## src/rtl/prio_req_sequencer.sv

```systemverilog
// prio_req_sequencer: collects sticky requests, feeds pend & mask to an external priority encoder,
// serves the winning index over valid/ready and tracks service/loss statistics.
module prio_req_sequencer #(
    parameter logic [7:0] NONE_CODE = 8'hF0,
    parameter int         CNT_W     = 8
) (
    input  logic             clk,
    input  logic             rst,
    input  logic [15:0]      req_in,
    input  logic [15:0]      mask,
    output logic [15:0]      enc_in,
    input  logic [7:0]       enc_code,
    output logic             out_valid,
    output logic [3:0]       out_idx,
    input  logic             out_ready,
    output logic [15:0]      pend,
    output logic [CNT_W-1:0] served_cnt,
    output logic [CNT_W-1:0] lost_cnt,
    output logic             code_err
);
    typedef enum logic {IDLE, HOLD} state_t;
    localparam logic [CNT_W-1:0] CNT_MAX = '1;
    state_t      state, state_next;
    logic [15:0] mask_q, clr;
    logic        xfer, grant, bad, lost;
    // mask is registered so enc_in depends only on flops
    assign enc_in = pend & mask_q;
    always_comb begin
        xfer  = state == HOLD && out_ready;
        clr   = xfer ? 16'(1) << out_idx : '0;
        grant = state == IDLE && enc_code < 8'd16 && enc_in[enc_code[3:0]];
        bad   = state == IDLE && enc_code != NONE_CODE && !grant;
        lost  = |(req_in & pend & ~clr);
    end
    always_ff @(posedge clk)
        state <= rst ? IDLE : state_next;
    always_comb
        state_next = state == IDLE ? (grant ? HOLD : IDLE) : (out_ready ? IDLE : HOLD);
    always_comb
        out_valid = state == HOLD;
    always_ff @(posedge clk) begin
        if (rst) begin
            pend       <= '0;
            mask_q     <= '0;
            out_idx    <= '0;
            served_cnt <= '0;
            lost_cnt   <= '0;
            code_err   <= 1'b0;
        end else begin
            pend   <= (pend & ~clr) | req_in;
            mask_q <= mask;
            if (grant)
                out_idx <= enc_code[3:0];
            if (xfer && served_cnt != CNT_MAX)
                served_cnt <= served_cnt + 1'b1;
            if (lost && lost_cnt != CNT_MAX)
                lost_cnt <= lost_cnt + 1'b1;
            if (bad)
                code_err <= 1'b1;
        end
    end
endmodule

```

## config.mk

```make
export PLATFORM = sky130hd
export DESIGN_NAME = prio_req_sequencer
export DESIGN_NICKNAME = d
export VERILOG_FILES = /design/src/rtl/prio_req_sequencer.sv
export SDC_FILE = /design/constraint.sdc
export NUM_CORES = 1
export LEC_CHECK = 0
export CAP_MARGIN = 5
export CORE_UTILIZATION = 47
export CTS_CLUSTER_DIAMETER = 60
export DETAILED_ROUTE_END_ITERATION = 8
export PLACE_DENSITY = 0.87
export SETUP_SLACK_MARGIN = 0.3
export SYNTH_ARGS = -nofsm -noshare
export SYNTH_HDL_FRONTEND = slang
export SYNTH_SLANG_ARGS = --single-unit
```

## constraint.sdc

```tcl
create_clock -name clk -period 4.9 [get_ports clk]
set_input_delay 0.98 -clock clk [delete_from_list [all_inputs] [get_ports clk]]
set_output_delay 0.98 -clock clk [all_outputs]
set_load 0.05 [all_outputs]
```

==> impl_metrics.toml <==
[yosys]
yosysTopAreaCell = "dfxtp_1"
yosys.area.top_type_share = 0.432
dominantRegCellSynth = "dfxtp_1"
yosysMostFrequentCell = "dfxtp_1"
synth_cell_types = 38
yosys-top-cells-count = "dfxtp_1, nand2_1, a21oi_1"
synth_fp_nets = 347
synth_seq_cells = 54
syn_inst = 302
yosysWarningCount = 0
netlist_area_mm2 = 0.00250
synth_area_leaders = "dfxtp_1, nand2_1, a21oi_1"
syn_avg_cell_area_um2 = 8.29
synthArstFlopShare = 0
synth-edff-count = 0
yosysSeqAreaShare = 0.432

[setup_path]
crit_type = "in -> reg"
cp-start-kind = "input port"
crit_fanout = 10
crit_path_end_kind = "flip-flop"
rr_worst_depth = 6
r2r_start = "out_idx[0]"
r2r_slack_ps = 2270
critPathRequiredTime_ps = 5100
rr_endpoint = "lost_cnt[5]"
cp.arrival_ps = 3340

[power]
peakVddDrop_uv = 187
power_density_mw_per_mm2 = 272
total_leakage_power_nw = 1.43

[routing]
vias = 2431
vias_per_cell = 5.30
wire_per_inst_um = 15.0
ant_nets = 0
first_iter_violations = 171
dr.pass1.iters = 4
drc = 0
wirelength_um = 6870

[global_route]
overflow = 0
grt_pass1_vias = 2317
antenna_found_initial = 0
grt_max_degree = 59
track_usage = 0.261
grt_pass1_wl_um = 10900

[finish]
final_nets = 433
area_growth_pct = 41.6
n_antenna_cell = 0
utilization = 0.694
drive_above_1_share = 0.0437
fillerInstances = 410

[timing]
clock_skew_ps = 4.67
maxSlewViolCount = 0
worst_slack_ps = 1760
fin_crit_ps = 3140
fin_crit_sh = 0.641
slew_headroom = 0.317
fin_setup_tns_ps = 0
rsz0062_at_grt = "no"
max_freq_ghz = 0.318
finalSetupViolations = 0
holdWs_ps = 490
tightest_slew_ps = 1020
finalHoldViolations = 0

[clock_network]
cts_resized = 0
cts_tree = "done"
cts_inserted_buffers = 5
path_clk_slew_ps = 90
clock-sinks = 54
hold_buffers = 0
cts_root_buffer = "clkbuf_8"
clockBufferDepth = 2
htreeDepth = 2
postCtsSetupBuffers = 0
clock_latency_ps = 310

[floorplan]
core_mm2 = 0.00511
io-pin-count = 97
die_x_um = 75.0
die_y_um = 75.0
dieArea_mm2 = 0.00562
initial_core_util = 0.490
rows = 26

[job]
maxCapViolations = 0

[placement]
pre_cts_slack_ps = 1480
dp_hpwl_um = 5220
io_buffers = 96
routabilityCongestion = 0.866

[min_path]
worstHoldStart = "code_err"
hp-class = "reg -> reg"
hold_depth = 2
whs_endpoint = "code_err"

[status]
status = "finished clean"
==> cell type report <==
type	instances	area [um^2]	share of cell area
multi-input combinational	214	1240	0.351
sequential	54	1080	0.305
timing repair buffer	96	956	0.270
tap	70	87.6	0.0247
clock buffer	6	72.6	0.0205
inverter	17	63.8	0.0180
clock inverter	2	37.5	0.0106
==> flip-flops by register name, summed over array words and instances, names as in the netlist <==
signal and count:
served_cnt 8, lost_cnt 8, out_valid 1, mask_q 16, pend 16, code_err 1, out_idx 4
==> layout by cell type, fill, tap and decap left out, types with 4 or more instances in the layout <==
cell type,Yosys,final
nor2_1,28,28
nand2_1,52,52
o21ai_0,6,6
clkdlybuf4s50_1,0,95
nand4_1,6,6
mux4_2,5,5
nor4_1,5,5
nand2b_1,4,4
nor2b_1,20,20
clkbuf_8,0,5
nand3_1,6,6
a21oi_1,38,38
mux2i_1,5,5
dfxtp_1,54,54
inv_1,17,17
a31oi_1,4,4
xor2_1,4,4
==> layer usage <==
| metal | wire, um | global-route usage |
|---|---|---|
| met5 | 0 | 0 |
| met4 | 121 | 0.0839 |
| met3 | 380 | 0.0576 |
| met2 | 3400 | 0.434 |
| met1 | 2970 | 0.338 |
==> power breakdown <==
group,internal [mW],total (mW),switching (mW)
clock,0.153,0.298,0.145
sequential,0.459,0.475,0.0161
combinational,0.0816,0.191,0.110
total,0.693,0.964,0.271
==> kinds of logic (layout without fill, tap and decap cells) <==
logic type,after synthesis,in the layout,synth area share
xor gates and xnor gates,5,5,0.0175
muxes,12,12,0.0740
buffers and inverters,34,121,0.0710
and+or+nand+nor,144,144,0.287
adders and majority gates,2,2,0.0100
DFF,54,54,0.432
AOI/OAI and AO/OA,51,51,0.108
==> critical path, stage by stage <==
cell	delay (ps)
clkdlybuf4s50_1	580
and4b_1	400
a21oi_1	110
nor4_1	420
and4_1	430
nor3_1	110
mux2_1	320
==> worst max path at each step <==
stage | from | end | slack, ps | cells after the start
2_1_floorplan | enc_code[1] | out_idx[0] | 2240 | 7
3_3_place_gp | out_ready | lost_cnt[5] | 1550 | 7
3_5_place_dp | enc_code[1] | out_idx[0] | 1480 | 6
4_1_cts | enc_code[1] | out_idx[0] | 1800 | 6
5_1_grt | out_ready | lost_cnt[5] | 1590 | 7
6_report | out_ready | lost_cnt[5] | 1760 | 7
==> stage by stage <==
step	power (mW)	area, um^2	cells
final	0.964	3540	459
after global routing	1.00	3540	459
after CTS	0.968	3540	459
after detailed placement	0.675	3430	451
after global placement	0.671	3430	451
after floorplan	0.592	2500	302
Note: power is estimated with default switching activity, not from simulation.
